## src/rtl/axi4_lite_pkg.sv

```systemverilog
`default_nettype none
// +-----------------------------------------------------------------------+
// | axi4_lite_pkg: response codes, FSM encodings, byte-merge helper        |
// | Rev 1.0                                                                |
// +-----------------------------------------------------------------------+
package axi4_lite_pkg;

  localparam logic [1:0] RESP_OKAY   = 2'b00;
  localparam logic [1:0] RESP_SLVERR = 2'b10;

  typedef enum logic [0:0] {
    W_IDLE = 1'b0,
    W_RESP = 1'b1
  } w_state_e;

  typedef enum logic [0:0] {
    R_IDLE = 1'b0,
    R_DATA = 1'b1
  } r_state_e;

  function automatic logic [31:0] strb_merge(input logic [31:0] old_v,
                                             input logic [31:0] new_v,
                                             input logic [3:0]  strb);
    logic [31:0] res;
    res = old_v;
    for (int b = 0; b < 4; b++) begin
      if (strb[b]) res[8*b +: 8] = new_v[8*b +: 8];
    end
    return res;
  endfunction

endpackage
`default_nettype wire

```

## src/rtl/axi4_lite_regfile.sv

```systemverilog
`default_nettype none
// +-----------------------------------------------------------------------+
// | axi4_lite_regfile: NUM_REGS x 32 storage, strobed write, comb read     |
// | Rev 1.0                                                                |
// +-----------------------------------------------------------------------+
module axi4_lite_regfile
  import axi4_lite_pkg::*;
#(
  parameter int NUM_REGS = 8,
  parameter int IDX_W    = $clog2(NUM_REGS)
) (
  input  logic                   clk,
  input  logic                   rst,
  input  logic                   i_we,
  input  logic [IDX_W-1:0]       i_widx,
  input  logic [31:0]            i_wdata,
  input  logic [3:0]             i_wstrb,
  input  logic [IDX_W-1:0]       i_ridx,
  output logic [31:0]            o_rdata,
  output logic [NUM_REGS*32-1:0] o_regs
);

  logic [31:0] regs_q [NUM_REGS];
  logic [31:0] regs_d [NUM_REGS];

  always_comb begin
    regs_d = regs_q;
    if (i_we) regs_d[i_widx] = strb_merge(regs_q[i_widx], i_wdata, i_wstrb);
  end

  always_ff @(posedge clk or posedge rst) begin
    if (rst) regs_q <= '{default: '0};
    else     regs_q <= regs_d;
  end

  // Read sees the current contents, so a same-edge write is not visible yet.
  assign o_rdata = regs_q[i_ridx];

  for (genvar k = 0; k < NUM_REGS; k++) begin : g_flat
    assign o_regs[32*k +: 32] = regs_q[k];
  end

endmodule
`default_nettype wire

```

## src/rtl/axi4_lite_slave_regs.sv

```systemverilog
`default_nettype none
// +-----------------------------------------------------------------------+
// | axi4_lite_slave_regs: AXI4-Lite responder backed by a register bank    |
// | Rev 1.0                                                                |
// +-----------------------------------------------------------------------+
module axi4_lite_slave_regs
  import axi4_lite_pkg::*;
#(
  parameter int ADDR_WIDTH = 32,
  parameter int DATA_WIDTH = 32,
  parameter int NUM_REGS   = 8
) (
  input  logic                    ACLK,
  input  logic                    ARESET,
  input  logic                    AWVALID,
  output logic                    AWREADY,
  input  logic [ADDR_WIDTH-1:0]   AWADDR,
  input  logic [2:0]              AWPROT,
  input  logic                    WVALID,
  output logic                    WREADY,
  input  logic [DATA_WIDTH-1:0]   WDATA,
  input  logic [DATA_WIDTH/8-1:0] WSTRB,
  output logic                    BVALID,
  input  logic                    BREADY,
  output logic [1:0]              BRESP,
  input  logic                    ARVALID,
  output logic                    ARREADY,
  input  logic [ADDR_WIDTH-1:0]   ARADDR,
  input  logic [2:0]              ARPROT,
  output logic                    RVALID,
  input  logic                    RREADY,
  output logic [DATA_WIDTH-1:0]   RDATA,
  output logic [1:0]              RRESP,
  output logic [NUM_REGS*32-1:0]  REGS
);

  localparam int IDX_W = $clog2(NUM_REGS);

  w_state_e         w_state_q, w_state_d;
  r_state_e         r_state_q, r_state_d;
  logic             rdy_en_q;
  logic             aw_got_q, aw_got_d, w_got_q, w_got_d;
  logic [IDX_W-1:0] aw_idx_q, aw_idx_d;
  logic             aw_ok_q, aw_ok_d;
  logic [31:0]      wdata_q, wdata_d;
  logic [3:0]       wstrb_q, wstrb_d;
  logic             bvalid_q, bvalid_d;
  logic [1:0]       bresp_q, bresp_d;
  logic             rvalid_q, rvalid_d;
  logic [1:0]       rresp_q, rresp_d;
  logic [31:0]      rdata_q, rdata_d;

  logic             w_aw_fire, w_w_fire, w_ar_fire;
  logic             w_aw_in_range, w_ar_in_range;
  logic             w_rf_we;
  logic [IDX_W-1:0] w_rf_widx;
  logic [31:0]      w_rf_wdata, w_rf_rdata;
  logic [3:0]       w_rf_wstrb;
  logic             w_unused;

  assign w_unused = ^{AWPROT, ARPROT, AWADDR[1:0], ARADDR[1:0]};

  assign w_aw_in_range = ~|AWADDR[ADDR_WIDTH-1:2+IDX_W];
  assign w_ar_in_range = ~|ARADDR[ADDR_WIDTH-1:2+IDX_W];

  // rdy_en_q keeps every READY low until the first edge after reset release.
  assign AWREADY = rdy_en_q && (w_state_q == W_IDLE) && !aw_got_q;
  assign WREADY  = rdy_en_q && (w_state_q == W_IDLE) && !w_got_q;
  assign ARREADY = rdy_en_q && (r_state_q == R_IDLE);

  assign w_aw_fire = AWVALID && AWREADY;
  assign w_w_fire  = WVALID && WREADY;
  assign w_ar_fire = ARVALID && ARREADY;

  always_comb begin
    w_state_d  = w_state_q;
    aw_got_d   = aw_got_q;
    w_got_d    = w_got_q;
    aw_idx_d   = aw_idx_q;
    aw_ok_d    = aw_ok_q;
    wdata_d    = wdata_q;
    wstrb_d    = wstrb_q;
    bvalid_d   = bvalid_q;
    bresp_d    = bresp_q;
    w_rf_we    = 1'b0;
    w_rf_widx  = aw_idx_q;
    w_rf_wdata = wdata_q;
    w_rf_wstrb = wstrb_q;
    case (w_state_q)
      W_IDLE: begin
        if (w_aw_fire) begin
          aw_got_d = 1'b1;
          aw_idx_d = AWADDR[2 +: IDX_W];
          aw_ok_d  = w_aw_in_range;
        end
        if (w_w_fire) begin
          w_got_d = 1'b1;
          wdata_d = WDATA;
          wstrb_d = WSTRB;
        end
        // Commit on the edge that completes the later of the two handshakes.
        if (aw_got_d && w_got_d) begin
          w_rf_we    = aw_ok_d;
          w_rf_widx  = aw_idx_d;
          w_rf_wdata = wdata_d;
          w_rf_wstrb = wstrb_d;
          aw_got_d   = 1'b0;
          w_got_d    = 1'b0;
          bvalid_d   = 1'b1;
          bresp_d    = aw_ok_d ? RESP_OKAY : RESP_SLVERR;
          w_state_d  = W_RESP;
        end
      end
      W_RESP: begin
        if (BREADY) begin
          bvalid_d  = 1'b0;
          w_state_d = W_IDLE;
        end
      end
      default: w_state_d = W_IDLE;
    endcase
  end

  always_comb begin
    r_state_d = r_state_q;
    rvalid_d  = rvalid_q;
    rresp_d   = rresp_q;
    rdata_d   = rdata_q;
    case (r_state_q)
      R_IDLE: begin
        if (w_ar_fire) begin
          rvalid_d  = 1'b1;
          rdata_d   = w_ar_in_range ? w_rf_rdata : 32'h0;
          rresp_d   = w_ar_in_range ? RESP_OKAY : RESP_SLVERR;
          r_state_d = R_DATA;
        end
      end
      R_DATA: begin
        if (RREADY) begin
          rvalid_d  = 1'b0;
          r_state_d = R_IDLE;
        end
      end
      default: r_state_d = R_IDLE;
    endcase
  end

  always_ff @(posedge ACLK or posedge ARESET) begin
    if (ARESET) begin
      w_state_q <= W_IDLE;
      r_state_q <= R_IDLE;
      rdy_en_q  <= 1'b0;
      aw_got_q  <= 1'b0;
      w_got_q   <= 1'b0;
      aw_idx_q  <= '0;
      aw_ok_q   <= 1'b0;
      wdata_q   <= 32'h0;
      wstrb_q   <= 4'h0;
      bvalid_q  <= 1'b0;
      bresp_q   <= RESP_OKAY;
      rvalid_q  <= 1'b0;
      rresp_q   <= RESP_OKAY;
      rdata_q   <= 32'h0;
    end else begin
      w_state_q <= w_state_d;
      r_state_q <= r_state_d;
      rdy_en_q  <= 1'b1;
      aw_got_q  <= aw_got_d;
      w_got_q   <= w_got_d;
      aw_idx_q  <= aw_idx_d;
      aw_ok_q   <= aw_ok_d;
      wdata_q   <= wdata_d;
      wstrb_q   <= wstrb_d;
      bvalid_q  <= bvalid_d;
      bresp_q   <= bresp_d;
      rvalid_q  <= rvalid_d;
      rresp_q   <= rresp_d;
      rdata_q   <= rdata_d;
    end
  end

  axi4_lite_regfile #(
    .NUM_REGS (NUM_REGS),
    .IDX_W    (IDX_W)
  ) u_regfile (
    .clk     (ACLK),
    .rst     (ARESET),
    .i_we    (w_rf_we),
    .i_widx  (w_rf_widx),
    .i_wdata (w_rf_wdata),
    .i_wstrb (w_rf_wstrb),
    .i_ridx  (ARADDR[2 +: IDX_W]),
    .o_rdata (w_rf_rdata),
    .o_regs  (REGS)
  );

  assign BVALID = bvalid_q;
  assign BRESP  = bresp_q;
  assign RVALID = rvalid_q;
  assign RRESP  = rresp_q;
  assign RDATA  = rdata_q;

endmodule
`default_nettype wire

```

## config.mk

```make
export PLATFORM = sky130hd
export DESIGN_NAME = axi4_lite_slave_regs
export DESIGN_NICKNAME = d
export VERILOG_FILES = /design/src/rtl/axi4_lite_pkg.sv /design/src/rtl/axi4_lite_regfile.sv /design/src/rtl/axi4_lite_slave_regs.sv
export SDC_FILE = /design/constraint.sdc
export NUM_CORES = 1
export LEC_CHECK = 0
export CAP_MARGIN = 40
export CORE_MARGIN = 2
export CORE_UTILIZATION = 40
export CTS_BUF_LIST = sky130_fd_sc_hd__clkbuf_4 sky130_fd_sc_hd__clkbuf_8 sky130_fd_sc_hd__clkbuf_16
export DETAILED_ROUTE_END_ITERATION = 10
export PLACE_DENSITY = 0.7
export SLEW_MARGIN = 10
export SYNTH_ARGS = -nofsm -noshare
export SYNTH_HDL_FRONTEND = slang
export SYNTH_HIERARCHICAL = 1
export SYNTH_SLANG_ARGS = --single-unit
```

## constraint.sdc

```tcl
create_clock -name ACLK -period 13.9 [get_ports ACLK]
set_input_delay 2.78 -clock ACLK [delete_from_list [all_inputs] [get_ports ACLK]]
set_output_delay 2.78 -clock ACLK [all_outputs]
set_load 0.02 [all_outputs]
```

# == After elaboration in Yosys (flattened, before gate mapping) ==
# Cells that the tools add are included.
# word_totals
reg_bits,339
latch_bits,0
ramBits,0
romBits,0
inputBits,113
out_inout_bits,297
n_memories,0
# classes
n_addsub,0
multipliers,0
n_div,0
order_cmp,3
n_eq_ne,4
shifts,0
muxes,51
bitwise_logic,4
reduce_logical,18
# op_table
cell,count
$mux W32,9
$bwmux W256,1
$bmux W32 S3,2
$demux W32 S3,1
$mux W8,8
$reduce_or A27 Y1,2
$mux W1,18
$mux W4,3
$logic_and A1 B1 Y1,9
$mux W3,3
$ge A4 B4 Y1 const B,2
$not A3 Y4,2
$pmux W1 S2,4
$reduce_and A2 Y1,4
$ne A2 B2 Y1 const B,3
$lt A4 B1 Y1 const B,1
$mux W2,2
$logic_not A1 Y1,3
$ne A2 B1 Y1 const B,1
$not A1 Y1,2

# == Logic depth before layout (Yosys ltp) ==
# Gate-level depths: netlist of run 1.
# logic_depth
word_depth,16
depth_mapped,14

# == By module ==
# Netlist of run 1, hierarchy kept.
# by_module_without_submodules
module,n_inst,cells_per_inst,area_each_um2
axi4_lite_regfile,1,1454,14823.0
axi4_lite_slave_regs,1,275,3659.8

# == Worst setup path before layout of run 1 ==
# Ideal clock, no wire load.
# synth_timing
path_kind,input port to flip-flop
start,input AWVALID
end,register u_regfile.regs_q (netlist bit u_regfile/o_regs[141])
setup_ps,141
t_arrival_ps,4840
required_ps,13759
slack_ps,8918
cell_stages,11
path_buffers,3
cell_sequence,a21oi_1 or3_1 clkbuf_1 nand2_1 nand2_1 buf_6 buf_6 mux2_4 a221o_1 o21ai_4 a31oi_1
# synth_between
elab_chain_len,13
word_cells_on_any_way,27
classes_between,order compare: 2; mux: 21; bitwise: 1; reduce/logical: 3
# synth_rtl
item,line_no,rtl
from (decl),axi4_lite_slave_regs.sv:15,"input logic AWVALID,"
$logic_and A1 B1 Y1 (*),axi4_lite_slave_regs.sv:71,assign w_aw_fire = AWVALID && AWREADY;
$mux W1,axi4_lite_slave_regs.sv:91,if (w_aw_fire) begin
$mux W1,axi4_lite_slave_regs.sv:89,case (w_state_q)
$logic_and A1 B1 Y1,axi4_lite_slave_regs.sv:102,if (aw_got_d && w_got_d) begin
$mux W3 (*),axi4_lite_slave_regs.sv:102,
$mux W3 (*),axi4_lite_slave_regs.sv:89,
via w_rf_widx[0],axi4_lite_slave_regs.sv:56,logic [IDX_W-1:0] w_rf_widx;
$not A3 Y4 (not written as such) (*),axi4_lite_regfile.sv:28,"if (i_we) regs_d[i_widx] = strb_merge(regs_q[i_widx], i_wdata, i_wstrb);"
$bmux W32 S3,axi4_lite_regfile.sv:28,
$mux W32 (not written as such) (2 in series),axi4_lite_regfile.sv:28,
$mux W8,axi4_lite_pkg.sv:27,if (strb[b]) res[8*b +: 8] = new_v[8*b +: 8];
$mux W8,axi4_lite_regfile.sv:28,
$bwmux W256 (*),axi4_lite_regfile.sv:28,
to (signal assigned),axi4_lite_regfile.sv:33,else regs_q <= regs_d;
to (decl),axi4_lite_regfile.sv:23,logic [31:0] regs_q [NUM_REGS];
# The timed path passes the listed nets; every way through them passes the cells marked *. The select of a mux whose other input is x is not followed.
# A chain may end at the register's enable or synchronous reset.

# == Final worst setup path of run 1 ==
# layout_timing
start,input WVALID
end,register u_regfile.regs_q (netlist bit u_regfile/o_regs[198])
# layout_between
elab_chain_len,13
word_cells_on_any_way,26
classes_between,order compare: 2; mux: 20; bitwise: 1; reduce/logical: 3
# layout_rtl
item,line_no,rtl
from (decl),axi4_lite_slave_regs.sv:19,"input logic WVALID,"
$logic_and A1 B1 Y1 (*),axi4_lite_slave_regs.sv:72,assign w_w_fire = WVALID && WREADY;
$mux W1 (*),axi4_lite_slave_regs.sv:96,if (w_w_fire) begin
$mux W1 (*),axi4_lite_slave_regs.sv:89,
$logic_and A1 B1 Y1 (*),axi4_lite_slave_regs.sv:102,
$mux W3 (*),axi4_lite_slave_regs.sv:102,
$mux W3 (*),axi4_lite_slave_regs.sv:89,
via w_rf_widx[1],axi4_lite_slave_regs.sv:56,
$not A3 Y4 (not written as such) (*),axi4_lite_regfile.sv:28,
$bmux W32 S3,axi4_lite_regfile.sv:28,
$mux W32 (not written as such) (2 in series),axi4_lite_regfile.sv:28,
$mux W8,axi4_lite_pkg.sv:27,
$mux W8,axi4_lite_regfile.sv:28,
$bwmux W256 (*),axi4_lite_regfile.sv:28,
# Marked as above.

==> impl_metrics.py, run 1 <==
metrics = {
    "run_status": {
        "run_status": "finished, final reports clean",
    },
    "floorplan": {
        "ios": 410,
        "dieArea_um2": 47900,
        "core_ar_um2": 45500,
        "row_count": 78,
        "initial_core_util_pct": 40.6,
        "die_width_um": 219,
        "chipHeight_um": 219,
    },
    "clock_tree": {
        "post-cts-setup-buffers": 0,
        "clock_path_buffers": 3,
        "cts_hold_buf": 0,
        "clkSlewWorstSetupHoldPaths_ns": 0.06,
        "tritoncts": "yes",
        "cts_root_buffer": "clkbuf_16",
        "cts_made_buffers": 39,
        "post_cts_resized": 0,
        "ctsHtreeMaxLevel": 2,
        "insertion_delay_ns": 0.57,
        "cts_num_sinks": 337,
    },
    "layout": {
        "total_number_of_nets_in_the_final_design": 2163,
        "multiInputGateArea_um2": 9190,
        "drive_gt1_share_pct": 17.3,
        "area_growth_from_synthesis_to_layout_pct": 30.4,
        "combined_flip_flop_and_latch_cell_area_um2": 8430,
        "fillCellCount": 4007,
    },
    "setup_path": {
        "crit_fanout": 43,
        "critical_path.most_common_cell": "buf_4",
        "rr_worst_depth": 10,
        "cpPeakStageDelay_ns": 0.82,
        "setup.worst_path.start_class": "input port",
        "cp_cell_sequence": "clkdlybuf4s50_1 > a21oi_1 > nor3_1 > nand2_1 > nand2_4 > buf_4 > and2_1 > buf_4 > nor2b_1 > nor3_2 > o31ai_1",
        "critPathArrivalTime_ns": 7.21,
        "criticalPathCategory": "input port to register",
        "crit_required_ns": 14.33,
        "critical-path-slowest-cell": "and2_1",
        "cp_capture_type": "register",
    },
    "power_and_ir_drop": {
        "vdd_ir_drop_max_uv": 124,
        "power.density_cell_area_nw_per_um2": 204,
        "final_total_pwr_w": 0.00492,
        "leakage_nw": 9.66,
    },
    "synthesis": {
        "yosys_warnings": 6,
        "async_reset_ff_share_pct": 100,
        "synth_top_area_share_pct": 45.6,
        "combinational_family_with_the_most_area_after_synthesis": "compound AO/OA/AOI/OAI gates",
        "post_synth_mux_area_share_pct": 18.0,
        "synth-adder-area-share_pct": 0,
        "post_synth_most_frequent_cells": "337 x dfrtp_1, 267 x nand2_1, 113 x mux2_2, 104 x a21oi_1, 88 x o21ai_0",
        "synth_xor_area_share_pct": 0,
        "synth_compound_gate_area_share_pct": 20.2,
        "post_synth_and_or_nand_nor_area_fraction_pct": 11.0,
        "synth.lib_cells_used.distinct": 69,
        "synth_most_common_cell": "dfrtp_1",
        "post_synth_top_flop": "dfrtp_1",
        "yosysTopAreaCell": "dfrtp_1",
        "yosys_register_bits": 337,
        "syn_area_per_cell_um2": 10.7,
        "number_of_flops_mapped_to_enable_cells_by_yosys": 0,
        "netlist_area_um2": 18500,
        "synthTopCellsByArea": "dfrtp_1 46%, mux4_2 7.8%, mux2_2 6.9%",
        "post_synth_inst_count": 1729,
        "ys_seq_area_share_pct": 45.6,
    },
    "timing": {
        "timing.final.crit_period_ns": 6.78,
        "grt_setup_unrepaired": "no",
        "final.setup.tns_ns": 0,
        "timing.final.crit_share_pct": 48.8,
        "maximum_clock_skew_at_final_layout_ns": 0.0273,
        "max_freq_mhz": 148,
        "finalHoldViolCount": 0,
        "setup_slack_ns": 7.12,
        "worst_slew_margin_rel_pct": 36.1,
        "drv_slew": 0,
        "setup_viol": 0,
        "worst_slew_pin_slew_ns": 0.955,
    },
    "detailed_routing": {
        "route.final.wire_length_mm": 71.1,
        "detailedRoute.firstIterationViolations": 1598,
        "drc": 0,
        "iteration_count_of_the_initial_detailed_routing_pass": 7,
        "wl_per_cell_um": 26.5,
        "viasPerCell": 6.18,
        "dr_total_vias": 16500,
        "route.antenna.remaining_nets": 0,
    },
    "placed_design": {
        "placement.setup.worst_slack_ns": 6.74,
        "io_buffer_count": 397,
        "gpl.final_weighted_congestion": 0.857,
        "half_perimeter_wire_length_of_the_detailed_placement_result_mm": 46.5,
    },
    "worst_hold_path": {
        "hold-path-cell-count": 2,
        "hp-class": "register to register",
    },
    "job": {
        "max-cap-violations": 0,
    },
    "global_routing": {
        "grt_usage_pct": 29.4,
        "via_count_of_the_first_global_routing_pass": 16600,
        "first_pass_grt_wire_length_mm": 106,
        "globalRoute.totalOverflow": 0,
        "grt_max_degree": 90,
        "grt_antenna_before_repair": 1,
    },
}
-- metal layers --
layer / up-vias / wire (µm) / track usage (%)
li1: 7058 / - / -
met2: 1031 / 33100 / 46.6
met5: - / 0 / 0
met1: 8251 / 28100 / 38.8
met4: 0 / 2890 / 13.2
met3: 198 / 6940 / 6.17
-- through the flow --
step,utilization (%),hold slack (ns),cell area (µm²),std cells
after floorplan,-,0.454,18500,1730
after global placement,49.8,0.463,22600,2597
after detailed placement,50.3,0.471,22900,2609
after CTS,53.0,0.485,24100,2677
after global routing,53.0,0.513,24100,2678
final,53.0,0.485,24100,2678
-- power by group --
part	switching, W	total, W	internal (W)
Sequential	0.000279	0.00150	0.00123
Combinational	0.00147	0.00241	0.000946
Clock	0.000415	0.00101	0.000590
Total	0.00216	0.00492	0.00276
-- cells by family after synthesis --
| logic type | Yosys count |
|---|---|
| AOI/OAI and AO/OA | 539 |
| and+or+nand+nor | 431 |
| DFF | 337 |
| muxes | 237 |
| buffers and inverters | 183 |
| other | 2 |
-- cell usage in the layout, fill, tap and decap left out, types with 15 or more instances in the layout --
cell / netlist / final
clkbuf_16: 0 / 40
buf_4: 14 / 31
clkdlybuf4s50_1: 0 / 394
a31oi_1: 45 / 45
mux4_2: 64 / 64
nor2_1: 55 / 54
nor2b_1: 23 / 22
nand2_1: 267 / 262
mux2_2: 113 / 113
mux2i_1: 48 / 48
o21ai_0: 88 / 88
o21ai_1: 84 / 84
nand3_1: 20 / 17
a21oi_1: 104 / 104
o2bb2ai_1: 16 / 16
o31ai_1: 76 / 76
dfrtp_1: 337 / 337
a22o_1: 52 / 52
a221o_1: 15 / 15
inv_1: 23 / 21
-- worst max-delay path, delay by kind of cell --
| family | cells | cell delay [ns] |
|---|---|---|
| AOI/OAI and AO/OA | 2 | 0.39 |
| buffers and inverters | 3 | 1.54 |
| and+or+nand+nor | 6 | 2.42 |
-- flip-flops by register name, summed over array words and instances (netlist names) --
signal / cells
u_regfile/o_regs: 256
w_state_q: 1
aw_idx_q: 3
w_got_q: 1
aw_ok_q: 1
rdy_en_q: 1
RRESP: 1
BVALID: 1
wstrb_q: 4
wdata_q: 32
RVALID: 1
BRESP: 1
RDATA: 32
r_state_q: 1
aw_got_q: 1
-- final timing paths --
check                           from               endpoint  slack [ns]
setup reg to reg           w_state_q  u_regfile/o_regs[198]        9.32
min in group asynchronous     ARESET  u_regfile/o_regs[183]        2.71
hold / removal                RVALID                 RVALID        0.48
hold reg to reg               RVALID                 RVALID        0.48
setup / recovery              WVALID  u_regfile/o_regs[198]        7.12
max in group asynchronous     ARESET  u_regfile/o_regs[136]        9.74
-- final cells by class --
type | instances | area share, %
antenna | 1 | 0.0104
clock buffer | 60 | 4.93
clock inverter | 8 | 0.228
inverter | 25 | 0.431
multi-input combinational | 1210 | 38.1
sequential | 337 | 35.0
tap | 600 | 3.11
timing repair buffer | 437 | 18.2
No activity file was read; power rests on OpenSTA's default activity.
==> inputs of run 2 (changes only) <==
- clock period: 13.9 -> 6.4 ns (I/O delays scaled with it)
==> run 2 against run 1 <==
- combinational power grew 120%
- critical path depth shrank 2
- count of clock-buffer cells in the layout shrank 6
- critical path type unchanged
- largest cell class unchanged
==> impl_metrics.py, run 2 (synthesis results as in run 1) <==
metrics = {
    "timing": {
        "finalHoldViolCount": 0,
        "maximum_clock_skew_at_final_layout_ns": 0.0154,
        "worst_slew_margin_rel_pct": 36.9,
        "setup_viol": 0,
        "timing.final.crit_period_ns": 4.70,
        "timing.final.crit_share_pct": 73.5,
        "worst_slew_pin_slew_ns": 0.942,
        "grt_setup_unrepaired": "no",
        "drv_slew": 0,
        "final.setup.tns_ns": 0,
        "max_freq_mhz": 213,
    },
    "layout": {
        "largest_register_ff_count": 256,
        "final_cell_count_no_fill": 2677,
        "layout.cells.most_common": "clkdlybuf4s50_1",
        "area_growth_from_synthesis_to_layout_pct": 30.6,
        "drive_gt1_share_pct": 17.2,
        "total_number_of_nets_in_the_final_design": 2163,
        "commonest_non_fill_non_tap_cells_in_the_layout": "394 x clkdlybuf4s50_1, 337 x dfrtp_1, 262 x nand2_1",
        "fillCellCount": 3980,
    },
    "global_routing": {
        "grt_usage_pct": 29.1,
        "grt_max_degree": 138,
        "globalRoute.totalOverflow": 0,
        "grt_antenna_before_repair": 3,
        "via_count_of_the_first_global_routing_pass": 16500,
        "first_pass_grt_wire_length_mm": 104,
    },
    "placed_design": {
        "gpl.final_weighted_congestion": 0.853,
        "dp.cells": 2608,
        "half_perimeter_wire_length_of_the_detailed_placement_result_mm": 46.2,
        "io_buffer_count": 397,
    },
    "power_and_ir_drop": {
        "leakage_nw": 9.67,
        "p_switching_w": 0.00470,
        "vdd_ir_drop_max_uv": 252,
        "power.density_cell_area_nw_per_um2": 448,
        "power.share.combinational_pct": 48.4,
        "share_clk_of_total_power_pct": 21.2,
        "p_int_w": 0.00611,
        "power.sequential.fraction_pct": 30.3,
        "switching_share_pct": 43.5,
    },
    "setup_path": {
        "critical_path.n_buffers_inverters": 2,
        "crit_cells": 9,
        "critical-path-slowest-cell": "nor2_1",
        "setup.worst_path.start_class": "input port",
        "criticalPathCategory": "input port to register",
        "rr_worst_depth": 8,
        "crit_required_ns": 6.81,
        "worst_path_dominant_cell_family": "simple AND/OR/NAND/NOR gates",
        "crit_fanout": 47,
        "cpPeakStageDelay_ns": 0.76,
        "critPathArrivalTime_ns": 5.11,
        "cp_capture_type": "register",
        "cp_cell_sequence": "clkdlybuf4s50_1 > and4bb_1 > mux2_2 > nand2_1 > nand2_4 > buf_4 > nand4b_1 > nor2_1 > a21oi_1",
    },
    "detailed_routing": {
        "iteration_count_of_the_initial_detailed_routing_pass": 5,
        "route.final.wire_length_mm": 70.4,
        "drc": 0,
        "wl_per_cell_um": 26.3,
        "dr_total_vias": 16400,
        "detailedRoute.firstIterationViolations": 1498,
        "route.antenna.remaining_nets": 0,
        "viasPerCell": 6.12,
    },
    "clock_tree": {
        "cts_num_sinks": 337,
        "post_cts_resized": 0,
        "tritoncts": "yes",
        "clock_path_buffers": 3,
        "clkSlewWorstSetupHoldPaths_ns": 0.06,
        "ctsHtreeMaxLevel": 2,
        "cts_root_buffer": "clkbuf_16",
        "post-cts-setup-buffers": 0,
        "cts_hold_buf": 0,
        "cts_made_buffers": 40,
        "insertion_delay_ns": 0.55,
    },
    "floorplan": {
        "die_width_um": 219,
        "dieArea_um2": 47900,
        "core_ar_um2": 45500,
        "row_count": 78,
        "initial_core_util_pct": 40.6,
        "ios": 410,
        "chipHeight_um": 219,
    },
    "worst_hold_path": {
        "hp-class": "register to register",
        "hold-path-cell-count": 2,
    },
    "job": {
        "max-cap-violations": 0,
    },
    "run_status": {
        "run_status": "finished, final reports clean",
    },
}
==> run 2: changes by cell type in the layout (fill, tap and decap cells not counted) <==
cell,delta
buf_12,+3
clkinv_2,+4
clkinv_8,-1
clkinvlp_4,+2
bufinv_16,+3
inv_8,-1
buf_4,+2
inv_6,-1
buf_6,-3
clkbuf_16,+1
clkbuf_4,-7
buf_16,-3
==> run 2: path summary, 6_finish.rpt <==
kind / start / to / slack, ns
worst max-delay path: AWVALID / u_regfile/o_regs[96] / 1.70
worst min-delay path: RVALID / RVALID / 0.48
worst max register to register: w_state_q / u_regfile/o_regs[96] / 2.35
worst min register to register: RVALID / RVALID / 0.48
max in group asynchronous: ARESET / u_regfile/o_regs[222] / 3.80
min in group asynchronous: ARESET / RDATA[11] / 1.30
==> run 2: power by group through the flow <==
stage / clock, W / combinational, W / sequential (W)
after floorplan: 0 / 0.00298 / 0.00355
after global placement: 0 / 0.00507 / 0.00327
after detailed placement: 0 / 0.00516 / 0.00329
after CTS: 0.00233 / 0.00517 / 0.00326
after global routing: 0.00242 / 0.00553 / 0.00334
final: 0.00229 / 0.00523 / 0.00328
==> run 2: worst min-delay path, cell delays in order, from the launching register on <==
cell and delay [ns]:
dfrtp_1 0.34, nand2_1 0.05, nand2_1 0.05
==> run 2: final cells by class <==
cell class,count,area (µm²),share of cell area (%)
clock inverter,14,148,0.612
sequential,337,8430,34.9
tap,600,751,3.11
inverter,25,100,0.415
timing repair buffer,436,4350,18.0
multi-input combinational,1210,9190,38.1
antenna,1,2.50,0.0104
clock buffer,54,1160,4.81
==> run 2: per-layer routing <==
metal  routed length, µm  vias to the layer above  part of all wire (%)  global-route usage [%]
li1                    -                     7048                     -                       -
met3                6880                      216                   9.8                    6.14
met4                3390                        0                   4.8                    13.8
met5                   0                        -                     0                       0
met1               27400                     8106                    39                    37.9
met2               32800                     1003                    47                    46.4
==> run 2: through the flow <==
step / setup WS [ns] / power, W / utilization (%) / hold slack [ns] / area (µm²)
global placement: 1.26 / 0.00833 / 50.0 / 0.464 / 22700
finish: 1.70 / 0.0108 / 53.1 / 0.479 / 24100
detailed placement: 1.20 / 0.00845 / 50.2 / 0.467 / 22800
floorplan: 1.75 / 0.00652 / - / 0.454 / 18500
global route: 1.52 / 0.0113 / 53.1 / 0.503 / 24100
CTS: 1.80 / 0.0108 / 53.1 / 0.480 / 24100
